--- src/rtl/ppm_frame_scheduler.sv ---
`default_nettype none
// ============================================================================
//  Module   : ppm_frame_scheduler
//  Purpose  : Round-robin arbiter and frame sequencer feeding one PPM encoder
//             from a beacon channel (ch0) and a user-data channel (ch1).
//  Revision : 1.0
// ============================================================================
module ppm_frame_scheduler #(
   parameter int SLOT_CYCLES = 1,
   parameter int GAP_CYCLES  = 2
) (
   input  logic       clk,
   input  logic       rst_n,
   input  logic       req0,
   input  logic       req1,
   input  logic [3:0] len0,
   input  logic [3:0] len1,
   input  logic [7:0] dat0,
   input  logic [7:0] dat1,
   input  logic       dval0,
   input  logic       dval1,
   output logic       drdy0,
   output logic       drdy1,
   output logic       grant0,
   output logic       grant1,
   output logic       Le,
   output logic [3:0] N,
   output logic [7:0] Din,
   output logic       busy,
   output logic       underrun
);

   localparam int c_SW = (SLOT_CYCLES > 1) ? $clog2(SLOT_CYCLES) : 1;
   localparam int c_GW = (GAP_CYCLES > 1) ? $clog2(GAP_CYCLES) : 1;
   localparam logic [c_SW-1:0] c_SLOT_LAST = c_SW'(SLOT_CYCLES - 1);
   localparam logic [c_GW-1:0] c_GAP_LAST  = c_GW'((GAP_CYCLES > 0) ? GAP_CYCLES - 1 : 0);

   typedef enum logic [1:0] {
      S_IDLE = 2'd0,
      S_HDR  = 2'd1,
      S_DATA = 2'd2,
      S_GAP  = 2'd3
   } state_t;

   state_t          r_state, w_state;
   logic            r_sel, w_sel;
   logic            r_prio, w_prio;     // 1: ch1 wins a tie
   logic [3:0]      r_len, w_len;
   logic [3:0]      r_bcnt, w_bcnt;
   logic [c_SW-1:0] r_scnt, w_scnt;
   logic [c_GW-1:0] r_gcnt, w_gcnt;
   logic            w_le, w_grant0, w_grant1, w_busy, w_underrun, w_fetch;
   logic [3:0]      w_n;
   logic [7:0]      w_din;

   logic       w_el0, w_el1, w_pick, w_dval_sel;
   logic [7:0] w_dat_sel;

   assign w_el0      = req0 & (len0 != 4'd0);
   assign w_el1      = req1 & (len1 != 4'd0);
   assign w_pick     = w_el1 & (~w_el0 | r_prio);
   assign w_dat_sel  = r_sel ? dat1 : dat0;
   assign w_dval_sel = r_sel ? dval1 : dval0;

   // A fetch point is the HDR cycle or the last cycle of a non-final slot.
   assign drdy0 = w_fetch & ~r_sel;
   assign drdy1 = w_fetch & r_sel;

   always_comb begin
      w_state    = r_state;
      w_sel      = r_sel;
      w_prio     = r_prio;
      w_len      = r_len;
      w_bcnt     = r_bcnt;
      w_scnt     = r_scnt;
      w_gcnt     = r_gcnt;
      w_le       = 1'b0;
      w_n        = 4'd0;
      w_din      = Din;
      w_grant0   = 1'b0;
      w_grant1   = 1'b0;
      w_busy     = busy;
      w_underrun = 1'b0;
      w_fetch    = 1'b0;
      case (r_state)
         S_IDLE: begin
            w_din = 8'h00;
            if (w_el0 || w_el1) begin
               w_sel    = w_pick;
               w_prio   = ~w_pick;
               w_len    = w_pick ? len1 : len0;
               w_le     = 1'b1;
               w_n      = w_pick ? len1 : len0;
               w_din    = 8'h00;
               w_grant0 = ~w_pick;
               w_grant1 = w_pick;
               w_busy   = 1'b1;
               w_state  = S_HDR;
            end
         end
         S_HDR: begin
            w_fetch = 1'b1;
            w_bcnt  = 4'd1;
            w_scnt  = '0;
            w_state = S_DATA;
         end
         S_DATA: begin
            if (r_scnt == c_SLOT_LAST) begin
               if (r_bcnt < r_len) begin
                  w_fetch = 1'b1;
                  w_bcnt  = r_bcnt + 4'd1;
                  w_scnt  = '0;
               end else begin
                  w_din  = 8'h00;
                  w_gcnt = '0;
                  if (GAP_CYCLES == 0) begin
                     w_state = S_IDLE;
                     w_busy  = 1'b0;
                  end else begin
                     w_state = S_GAP;
                  end
               end
            end else begin
               w_scnt = r_scnt + c_SW'(1);
            end
         end
         S_GAP: begin
            if (r_gcnt == c_GAP_LAST) begin
               w_state = S_IDLE;
               w_busy  = 1'b0;
            end else begin
               w_gcnt = r_gcnt + c_GW'(1);
            end
         end
         default: w_state = S_IDLE;
      endcase
      // Missing byte at a fetch point is replaced by 0x00 and flagged.
      if (w_fetch) begin
         w_din      = w_dval_sel ? w_dat_sel : 8'h00;
         w_underrun = ~w_dval_sel;
      end
   end

   always_ff @(posedge clk or negedge rst_n) begin
      if (!rst_n) begin
         r_state  <= S_IDLE;
         r_sel    <= 1'b0;
         r_prio   <= 1'b0;
         r_len    <= 4'd0;
         r_bcnt   <= 4'd0;
         r_scnt   <= '0;
         r_gcnt   <= '0;
         Le       <= 1'b0;
         N        <= 4'd0;
         Din      <= 8'h00;
         grant0   <= 1'b0;
         grant1   <= 1'b0;
         busy     <= 1'b0;
         underrun <= 1'b0;
      end else begin
         r_state  <= w_state;
         r_sel    <= w_sel;
         r_prio   <= w_prio;
         r_len    <= w_len;
         r_bcnt   <= w_bcnt;
         r_scnt   <= w_scnt;
         r_gcnt   <= w_gcnt;
         Le       <= w_le;
         N        <= w_n;
         Din      <= w_din;
         grant0   <= w_grant0;
         grant1   <= w_grant1;
         busy     <= w_busy;
         underrun <= w_underrun;
      end
   end

endmodule
`default_nettype wire
--- config.mk ---
export PLATFORM = sky130hd
export DESIGN_NAME = ppm_frame_scheduler
export DESIGN_NICKNAME = d
export VERILOG_FILES = /design/src/rtl/ppm_frame_scheduler.sv
export SDC_FILE = /design/constraint.sdc
export NUM_CORES = 1
export LEC_CHECK = 0
export CAP_MARGIN = 10
export CORE_UTILIZATION = 25
export CTS_BUF_LIST = sky130_fd_sc_hd__clkbuf_4 sky130_fd_sc_hd__clkbuf_8
export CTS_CLUSTER_SIZE = 12
export DETAILED_ROUTE_END_ITERATION = 12
export SYNTH_ARGS = -nofsm -noshare
export SYNTH_HDL_FRONTEND = slang
export SYNTH_SLANG_ARGS = --single-unit
--- constraint.sdc ---
create_clock -name clk -period 2.1 [get_ports clk]
set_input_delay 0.42 -clock clk [delete_from_list [all_inputs] [get_ports clk]]
set_output_delay 0.42 -clock clk [all_outputs]
set_load 0.005 [all_outputs]
After elaboration in Yosys (flattened, before gate mapping)
Cells that the tools add are included.

word-level totals
  bits of input ports = 30
  output and inout port bits = 19
  register bits = 31
  logic and storage cells = 89

operators by class
  $lt $le $gt $ge = 1
  add/sub/neg operators = 3
  reductions and logical operators = 14
  equal/unequal tests = 10
  multiplexer cells = 37
  bitwise operators = 10

operators by type and width
  operator                                                          count
  8-bit 2-to-1 mux                                                  5
  4-bit 2-to-1 mux                                                  5
  1-bit 2-to-1 mux                                                  16
  8-bit one-hot mux with 2 select lines                             1
  3-bit AND reduction                                               4
  2-bit inequality test (second input constant)                     5
  2-bit 2-to-1 mux                                                  4
  1-bit one-hot mux with 2 select lines                             4
  2-bit one-hot mux with 4 select lines                             1
  4-bit one-hot mux with 2 select lines                             1
  4-bit nonzero test                                                2
  3-bit inequality test (second input constant)                     2
  2-bit nonzero test                                                3
  1-bit AND                                                         5
  4-bit by 1-bit adder with 4-bit output (second input constant)    1
  2-bit == test (second input constant)                             2
  4-bit less-than comparator                                        1
  1-bit inverter                                                    4
  4-bit AND reduction                                               1
  3-bit nonzero test                                                1
  1-bit adder (second input constant)                               2
  2-bit by 1-bit == test with 1-bit output (second input constant)  1
  2-bit zero test                                                   1
  2-bit AND reduction                                               1
  other kinds (2)                                                   2

Longest topological paths before layout
Gate-level depths: netlist of run 1.

  depth in word-level cells = 8
  depth in mapped cells = 7
  depth with buffers taken out = 6

Worst setup path before layout of run 1
Ideal clock, no wire load.

  path kind = register to register
  from = reg r_bcnt[2]
  to = reg r_state[1]
  path buffers = 1
  slack = 0.187 ns
  data arrival time = 1.788 ns
  stages on the path, launching flop included = 7
  period minus slack after synthesis = 1.913 ns
  setup time = 0.125 ns
  data required time = 1.975 ns
  cells stage by stage = dfrtp_1 > ha_1 > o211ai_1 > o211a_1 > buf_6 > or3_4 > mux2_4

on the way
  cells in the longest elaborated chain, start to end = 3

ends and longest elaborated chain
  item                                    line  RTL
  start, declared                         49    logic [3:0] r_bcnt, w_bcnt;
  start signal, assigned                  165   r_bcnt <= w_bcnt;
  4-bit less-than comparator              109   if (r_bcnt < r_len) begin
  2-bit inequality test (no source line)  --
  4-bit AND reduction (no source line)    --
  end signal, assigned                    161   r_state <= w_state;
  end, declared                           45    state_t r_state, w_state;

Every way passes these cells.
A chain may end at the register's enable or synchronous reset.

Worst setup path in the final report of run 1
  from = reg r_len[1]
  to = out drdy1

on the way
  cells in the longest elaborated chain, start to end = 5

ends and longest elaborated chain
  item                                   line  RTL
  start, declared                        48    logic [3:0] r_len, w_len;
  start signal, assigned                 164   r_len <= w_len;
  4-bit less-than comparator             109
  1-bit 2-to-1 mux                       109
  1-bit 2-to-1 mux                       108   if (r_scnt == c_SLOT_LAST) begin
  1-bit one-hot mux with 2 select lines  85    case (r_state)
  1-bit AND                              67    assign drdy1 = w_fetch & r_sel;
  end, declared                          23    output logic drdy1,

Every way passes these cells.

==> Flow_metrics.wiki, run 1 <==
{| class="wikitable"
! Metric !! Value
|-
| RD Place Congestion || 0.798
|-
| Library cell used as clock root buffer || sky130_fd_sc_hd__clkbuf_8
|-
| Synthesized instance count || 140
|-
| Leakage || 1.11 nW
|-
| Drt first-iter violations || 19
|-
| Maximum number of buffers from clock root to sink || 2
|-
| Total negative setup slack || 0 ps
|-
| Worst VDD drop || 0.000472 V
|-
| Final antenna diode count || 0
|-
| Min Clock Period, post-route || 2060 ps
|-
| Routing usage on met1 || 16.1%
|-
| Synthesis warning total || 0
|-
| Peak-usage layer in the global routing report || met2
|-
| Number of global-route vias before repair || 1,282
|-
| DR pass1 iterations || 4
|-
| Most frequent standard cell in the layout excluding fill and tap cells || sky130_fd_sc_hd__clkdlybuf4s50_1
|-
| Final Cycle Share || 97.9%
|-
| Final worst hold slack || 487 ps
|-
| Sink Count || 30
|-
| Post-route antenna net violation count || 0
|-
| Critical path's slowest cell || sky130_fd_sc_hd__dfrtp_1
|-
| Area of the multi-input gates || 698 µm²
|-
| Total GRT Usage || 12.5%
|-
| Global Route met3 Usage || 4.71%
|-
| Achievable frequency || 486 MHz
|-
| HPWL reported at the end of detailed placement || 2720 µm
|-
| Number of distinct library cell variants in the gate-level netlist after synthesis || 32
|-
| Highest cell delay on the worst timing path || 340 ps
|-
| Clock H-tree levels || 2
|-
| Effective utilization at floorplan || 26.5%
|-
| Total power after layout || 3.16 mW
|-
| Area taken by flip-flops and latches || 751 µm²
|-
| Critical path's top delay family || compound AO/OA/AOI/OAI gates
|-
| RSZ-0062 raised after global routing || yes
|-
| Layout net count || 254
|-
| Relative slew slack || 68.9%
|-
| Final std cell area, no fill || 2340 µm²
|-
| Area fraction in compound gates after synthesis || 18.6%
|-
| Clock slew seen by the registers of the worst setup and hold paths || 60 ps
|-
| Count of standard-cell rows || 27
|-
| Kind of capture point of the worst setup path || primary output
|-
| DR vias/cell || 4.54
|-
| Required @ worst endpoint || 1680 ps
|-
| Number of enable-type register cells in the synthesized netlist || 0
|-
| I/O Pins || 49
|-
| #FFs+latches synth || 30
|-
| Final wirelength || 3580 µm
|-
| Adder and majority cell fraction of the synthesized area || 7.59%
|-
| Final number of hold-violating endpoints || 0
|-
| Die ar. || 6250 µm²
|-
| Endpoint of the worst hold-timing path || Din[5]
|-
| Transition time at the pin with the least slew margin || 461 ps
|-
| Global-route track usage on met2 || 18.7%
|-
| Net count of the mapped netlist || 179
|-
| CTS tree || yes
|-
| Type of the worst setup path || register to primary output
|-
| Top flip-flop cell by instance count after synthesis || sky130_fd_sc_hd__dfrtp_1
|-
| Cells on worst reg2reg path || 6
|-
| Max cap viols || 0
|-
| Share of final-layout standard cells stronger than drive strength 1 || 20.0%
|-
| Reg-to-reg critical path endpoint || r_state[1]
|-
| Core ar. || 5610 µm²
|-
| Relative area change from synthesis to final layout || 57.7%
|-
| Count of final max-slew check failures || 0
|-
| Maximum number of pins on one net before global-route repair || 31
|-
| Buf+Inv Stages, Crit Path || 2
|-
| Fill cell count || 568
|-
| Number of antenna violations at the first check in global routing || 0
|-
| Arrival time at the worst endpoint || 1640 ps
|-
| Highest net fanout along the worst path || 2
|-
| Post-synthesis simple-gate area fraction || 10.1%
|-
| Die height || 79.0 µm
|-
| Number of cells on the worst hold path || 2
|-
| Xor and xnor area share after synthesis || 0.590%
|-
| Count of vias placed by the detailed router || 1,303
|-
| Horizontal die dimension || 79.0 µm
|-
| Clock Latency Late Sink || 280 ps
|-
| Slack of the worst reg-to-reg path || 90 ps
|-
| Remaining DRCs || 0
|-
| Count of endpoints failing setup in the final report || 0
|-
| Area after detailed placement || 2180 µm²
|-
| Post-synthesis async set-or-reset flop share || 100%
|-
| Startpoint of the most critical register-to-register path || r_bcnt[3]
|-
| Share of synthesized area spent on multiplexers || 8.43%
|-
| GR Overflow Total || 0
|-
| Mean Syn Cell Area || 10.6 µm²
|-
| Worst setup skew after layout || 8.09 ps
|-
| Path class of the lowest-slack min-delay path || register to register
|-
| Detailed-route wire length per cell || 12.5 µm
|-
| Cell-by-cell trace of the critical path || inv_1 -> ha_1 -> o211ai_1 -> o211a_1 -> o21ai_2 -> nor2_1 -> buf_2
|-
| Highest-count cells in the layout ignoring fill and taps || sky130_fd_sc_hd__clkdlybuf4s50_1, sky130_fd_sc_hd__dfrtp_1, sky130_fd_sc_hd__buf_4, sky130_fd_sc_hd__nand2_1, sky130_fd_sc_hd__o21ai_0
|-
| PD cells || 1350 nW/µm²
|-
| Post-synth design cell area || 1480 µm²
|-
| Seq/Total Area, Yosys || 50.6%
|-
| Wire length of the first global-routing pass || 5940 µm
|-
| Number of buffers created by CTS || 5
|-
| Dominant combinational cell family by area after synthesis || compound AO/OA/AOI/OAI gates
|-
| Outcome || complete, no violations
|-
| Quantity of I/O buffers inserted on ports || 48
|-
| Number of buffers inserted for hold repair after clock tree synthesis || 0
|-
| Launch point of the worst hold path || Din[5]
|-
| CP Launch Type || register
|}
-- what timing repair did --
item	in CTS	in global routing
pin swaps	6	5
gates resized for setup	14	0
buffers inserted	3	1
setup endpoints to repair	2	2
-- cell usage after synthesis, types with 2 or more instances --
cell type	instances	area (µm²)
sky130_fd_sc_hd__a21o_1	5	37.5
sky130_fd_sc_hd__a21oi_1	5	25.0
sky130_fd_sc_hd__clkbuf_1	2	7.51
sky130_fd_sc_hd__dfrtp_1	30	751
sky130_fd_sc_hd__ha_1	9	113
sky130_fd_sc_hd__inv_1	10	37.5
sky130_fd_sc_hd__mux2i_1	11	110
sky130_fd_sc_hd__nand2_1	17	63.8
sky130_fd_sc_hd__nor2_1	7	26.3
sky130_fd_sc_hd__nor3_1	2	10.0
sky130_fd_sc_hd__o211a_1	3	30.0
sky130_fd_sc_hd__o211ai_1	2	15.0
sky130_fd_sc_hd__o21ai_0	14	70.1
sky130_fd_sc_hd__o22ai_1	4	25.0
sky130_fd_sc_hd__o41a_1	2	22.5
-- metal layers --
metal | part of all wire [%] | wire [µm]
met1 | 47 | 1680
met2 | 43 | 1530
met3 | 8.6 | 309
met4 | 1.6 | 59
met5 | 0 | 0
-- cell families after synthesis --
kind of cell | count (synthesis)
xor gates and xnor gates | 1
DFF | 30
and+or+nand+nor | 33
AOI/OAI and AO/OA | 41
buffers and inverters | 14
muxes | 12
adders and majority gates | 9
-- metrics by stage --
step | cells | utilization, % | worst slack, ps
6_report | 287 | 41.7 | 44.0
4_1_cts | 286 | 41.6 | 1.20
3_3_place_gp | 276 | 38.9 | -103
3_5_place_dp | 276 | 38.9 | -150
2_1_floorplan | 140 | - | 187
5_1_grt | 287 | 41.7 | -76.3
-- worst min-delay path, stage by stage, from the launching register on --
cell and delay, ps:
sky130_fd_sc_hd__dfrtp_1 340, sky130_fd_sc_hd__nand2_1 50, sky130_fd_sc_hd__o21ai_0 60
-- where the power goes --
part,internal [mW],switching [mW]
registers,0.803,0.128
logic,0.905,0.740
clock network,0.379,0.207
-- state kept, by name, summed over array words and instances (netlist names) --
register / cells
N: 4
grant1: 1
underrun: 1
r_bcnt: 4
r_prio: 1
r_gcnt: 1
Din: 8
r_len: 4
r_state: 2
grant0: 1
Le: 1
r_sel: 1
busy: 1
-- worst max-delay path by stage --
stage / from / endpoint / cells after the start
after floorplan: r_bcnt[2] / r_state[1] / 6
after global placement: r_bcnt[2] / drdy0 / 6
after global routing: r_len[1] / drdy1 / 7
after CTS: r_bcnt[3] / drdy1 / 6
after detailed placement: r_len[1] / drdy1 / 7
final: r_len[1] / drdy1 / 7
-- layout make-up --
type                            count  share of cell area [%]
Multi-Input combinational cell     96                    29.8
Clock buffer                        6                    3.53
Tap cell                           72                    3.85
Clock inverter                      1                    1.28
Inverter                           10                    1.60
Timing Repair Buffer               72                    27.8
Sequential cell                    30                    32.1
No activity file was read; power rests on OpenSTA's default activity.
==> run 2: changes to the inputs <==
--- a/config.mk
+++ b/config.mk
@@ -10,6 +10,7 @@
 export CTS_BUF_LIST = sky130_fd_sc_hd__clkbuf_4 sky130_fd_sc_hd__clkbuf_8
 export CTS_CLUSTER_SIZE = 12
 export DETAILED_ROUTE_END_ITERATION = 12
+export SKIP_LAST_GASP = 1
 export SYNTH_ARGS = -nofsm -noshare
 export SYNTH_HDL_FRONTEND = slang
 export SYNTH_SLANG_ARGS = --single-unit
==> results of run 2 <==
The final DEF is identical to that of run 1; final timing and power are the same.
==> run 3: changes to the inputs <==
--- a/config.mk
+++ b/config.mk
@@ -10,7 +10,7 @@
 export CTS_BUF_LIST = sky130_fd_sc_hd__clkbuf_4 sky130_fd_sc_hd__clkbuf_8
 export CTS_CLUSTER_SIZE = 12
 export DETAILED_ROUTE_END_ITERATION = 12
-export SKIP_LAST_GASP = 1
+export SKIP_CTS_REPAIR_TIMING = 1
 export SYNTH_ARGS = -nofsm -noshare
 export SYNTH_HDL_FRONTEND = slang
 export SYNTH_SLANG_ARGS = --single-unit
==> Flow_metrics.wiki, run 3 (synthesis gave the netlist of run 1 again) <==
{| class="wikitable"
! Metric !! Value
|-
| Outcome || complete, no violations
|-
| Post-route antenna net violation count || 0 (unchanged)
|-
| Horizontal die dimension || 79.0 µm (unchanged)
|-
| Relative slew slack || 69.3% (+0.36 points)
|-
| DR vias/cell || 4.58 (+0.90%)
|-
| Wire length of the first global-routing pass || 5840 µm (-1.6%)
|-
| Slack of the worst reg-to-reg path || 100 ps (about the same)
|-
| Count of standard-cell rows || 27 (unchanged)
|-
| Cells on worst reg2reg path || 6 (unchanged)
|-
| Fill cell count || 570 (+0.35%)
|-
| Number of antenna violations at the first check in global routing || 0 (unchanged)
|-
| Sink Count || 30 (unchanged)
|-
| Clock H-tree levels || 2 (unchanged)
|-
| Reg-to-reg critical path endpoint || r_state[1]
|-
| Flip-flop count of the largest register after layout || 8 (unchanged)
|-
| Path class of the lowest-slack min-delay path || register to register
|-
| Final antenna diode count || 0 (unchanged)
|-
| Min Clock Period, post-route || 2070 ps (+9.34 ps)
|-
| Final number of hold-violating endpoints || 0 (unchanged)
|-
| Endpoint of the worst hold-timing path || Din[5]
|-
| Maximum number of pins on one net before global-route repair || 31 (unchanged)
|-
| Number of global-route vias before repair || 1,259 (-1.8%)
|-
| Core ar. || 5610 µm² (unchanged)
|-
| Max cap viols || 0 (unchanged)
|-
| DR pass1 iterations || 4 (unchanged)
|-
| RSZ-0062 raised after global routing || yes
|-
| Highest net fanout along the worst path || 2 (unchanged)
|-
| Largest register by flop count || Din
|-
| PD cells || 1350 nW/µm² (-0.12%)
|-
| Worst VDD drop || 0.000471 V (-0.19%)
|-
| Highest-count cells in the layout ignoring fill and taps || sky130_fd_sc_hd__clkdlybuf4s50_1, sky130_fd_sc_hd__dfrtp_1, sky130_fd_sc_hd__buf_4, sky130_fd_sc_hd__nand2_1, sky130_fd_sc_hd__o21ai_0
|-
| Count of vias placed by the detailed router || 1,301 (-0.15%)
|-
| Final Cycle Share || 98.4% (+0.44 points)
|-
| Critical path's top delay family || simple AND/OR/NAND/NOR gates
|-
| Clock slew seen by the registers of the worst setup and hold paths || 60 ps (about the same)
|-
| GR Overflow Total || 0 (unchanged)
|-
| Detailed-route wire length per cell || 12.6 µm (+0.83%)
|-
| Layout net count || 251 (-1.2%)
|-
| Library cell used as clock root buffer || sky130_fd_sc_hd__clkbuf_8
|-
| Quantity of I/O buffers inserted on ports || 48 (unchanged)
|-
| Count of final max-slew check failures || 0 (unchanged)
|-
| Highest cell delay on the worst timing path || 340 ps (about the same)
|-
| Buf+Inv Stages, Crit Path || 2 (unchanged)
|-
| Effective utilization at floorplan || 26.5% (unchanged)
|-
| Maximum number of buffers from clock root to sink || 2 (unchanged)
|-
| Leakage || 1.09 nW (-1.6%)
|-
| Type of the worst setup path || register to primary output
|-
| Remaining DRCs || 0 (unchanged)
|-
| Share of final-layout standard cells stronger than drive strength 1 || 18.9% (-1.1 points)
|-
| Final worst hold slack || 487 ps (-0.111 ps)
|-
| Transition time at the pin with the least slew margin || 456 ps (-5.28 ps)
|-
| Achievable frequency || 484 MHz (-0.45%)
|-
| Count of endpoints failing setup in the final report || 0 (unchanged)
|-
| Startpoint of the most critical register-to-register path || r_bcnt[3]
|-
| Worst setup skew after layout || 7.70 ps (-0.390 ps)
|-
| HPWL reported at the end of detailed placement || 2720 µm (unchanged)
|-
| Arrival time at the worst endpoint || 1650 ps (about the same)
|-
| Final wirelength || 3570 µm (-0.22%)
|-
| RD Place Congestion || 0.798 (unchanged)
|-
| Clock Latency Late Sink || 280 ps (about the same)
|-
| Launch point of the worst hold path || Din[5]
|-
| I/O Pins || 49 (unchanged)
|-
| Die ar. || 6250 µm² (unchanged)
|-
| Drt first-iter violations || 20 (+1)
|-
| Most frequent standard cell in the layout excluding fill and tap cells || sky130_fd_sc_hd__clkdlybuf4s50_1
|-
| Cell-by-cell trace of the critical path || inv_1 -> ha_1 -> nor3b_2 -> o211a_1 -> o21ai_2 -> nor2_1 -> clkbuf_2
|-
| CTS tree || yes
|-
| Kind of capture point of the worst setup path || primary output
|-
| Critical path's slowest cell || sky130_fd_sc_hd__dfrtp_1
|-
| CP Launch Type || register
|-
| Total GRT Usage || 12.3% (-0.20 points)
|-
| Die height || 79.0 µm (unchanged)
|-
| Post-layout util || 41.3% (-0.40 points)
|-
| Relative area change from synthesis to final layout || 56.2%
|-
| Number of buffers created by CTS || 5 (unchanged)
|-
| Required @ worst endpoint || 1680 ps (about the same)
|-
| CP startpoint || r_len[1]
|-
| Number of cells on the worst hold path || 2 (unchanged)
|}
==> run 3: cell types whose count changed in the layout (fill, tap and decap cells not counted) <==
cell                       delta
sky130_fd_sc_hd__buf_2        -2
sky130_fd_sc_hd__buf_4        -3
sky130_fd_sc_hd__clkbuf_2     +2
==> run 3: area by class of cell <==
| class | instances | area, µm² | area share, % |
|---|---|---|---|
| sequential | 30 | 751 | 32.4 |
| multi-input combinational | 96 | 698 | 30.1 |
| timing repair buffer | 69 | 628 | 27.1 |
| tap | 72 | 90.1 | 3.89 |
| clock buffer | 6 | 82.6 | 3.56 |
| inverter | 10 | 37.5 | 1.62 |
| clock inverter | 1 | 30.0 | 1.30 |
==> run 3: worst max path at each step <==
stage               depth (start not counted)         end  slack [ps]
floorplan                                   6  r_state[1]         190
global placement                            6       drdy0        -100
detailed placement                          7       drdy1        -150
CTS                                         7       drdy1        -470
global route                                7       drdy1         -70
finish                                      7       drdy1          30
==> run 3: routing by layer <==
layer / vias to the layer above / global-route usage [%] / part of all wire (%)
met5: - / 0 / 0
met4: 0 / 4.91 / 1.7
li1: 641 / - / -
met3: 7 / 4.60 / 8.5
met2: 51 / 18.3 / 42
met1: 602 / 16.0 / 48
==> run 3: through the flow <==
stage | cell area, µm² | cells | worst slack (ps) | power [mW] | TNS [ps]
after floorplan | 1480 | 140 | 187 | 1.78 | 0
after global placement | 2180 | 276 | -103 | 2.49 | -260
after detailed placement | 2180 | 276 | -150 | 2.52 | -383
after CTS | 2290 | 283 | -473 | 3.12 | -928
after global routing | 2320 | 284 | -74.9 | 3.37 | -143
final | 2320 | 284 | 34.6 | 3.13 | 0
==> run 3: worst min-delay path: stages (launching register included) <==
cell and delay [ps]:
sky130_fd_sc_hd__dfrtp_1 340, sky130_fd_sc_hd__nand2_1 50, sky130_fd_sc_hd__o21ai_0 60
==> run 3: power breakdown <==
part | leakage [nW] | internal, mW | switching [mW]
sequential | 0.390 | 0.803 | 0.128
clock | 0.0573 | 0.379 | 0.205
combinational | 0.646 | 0.877 | 0.735
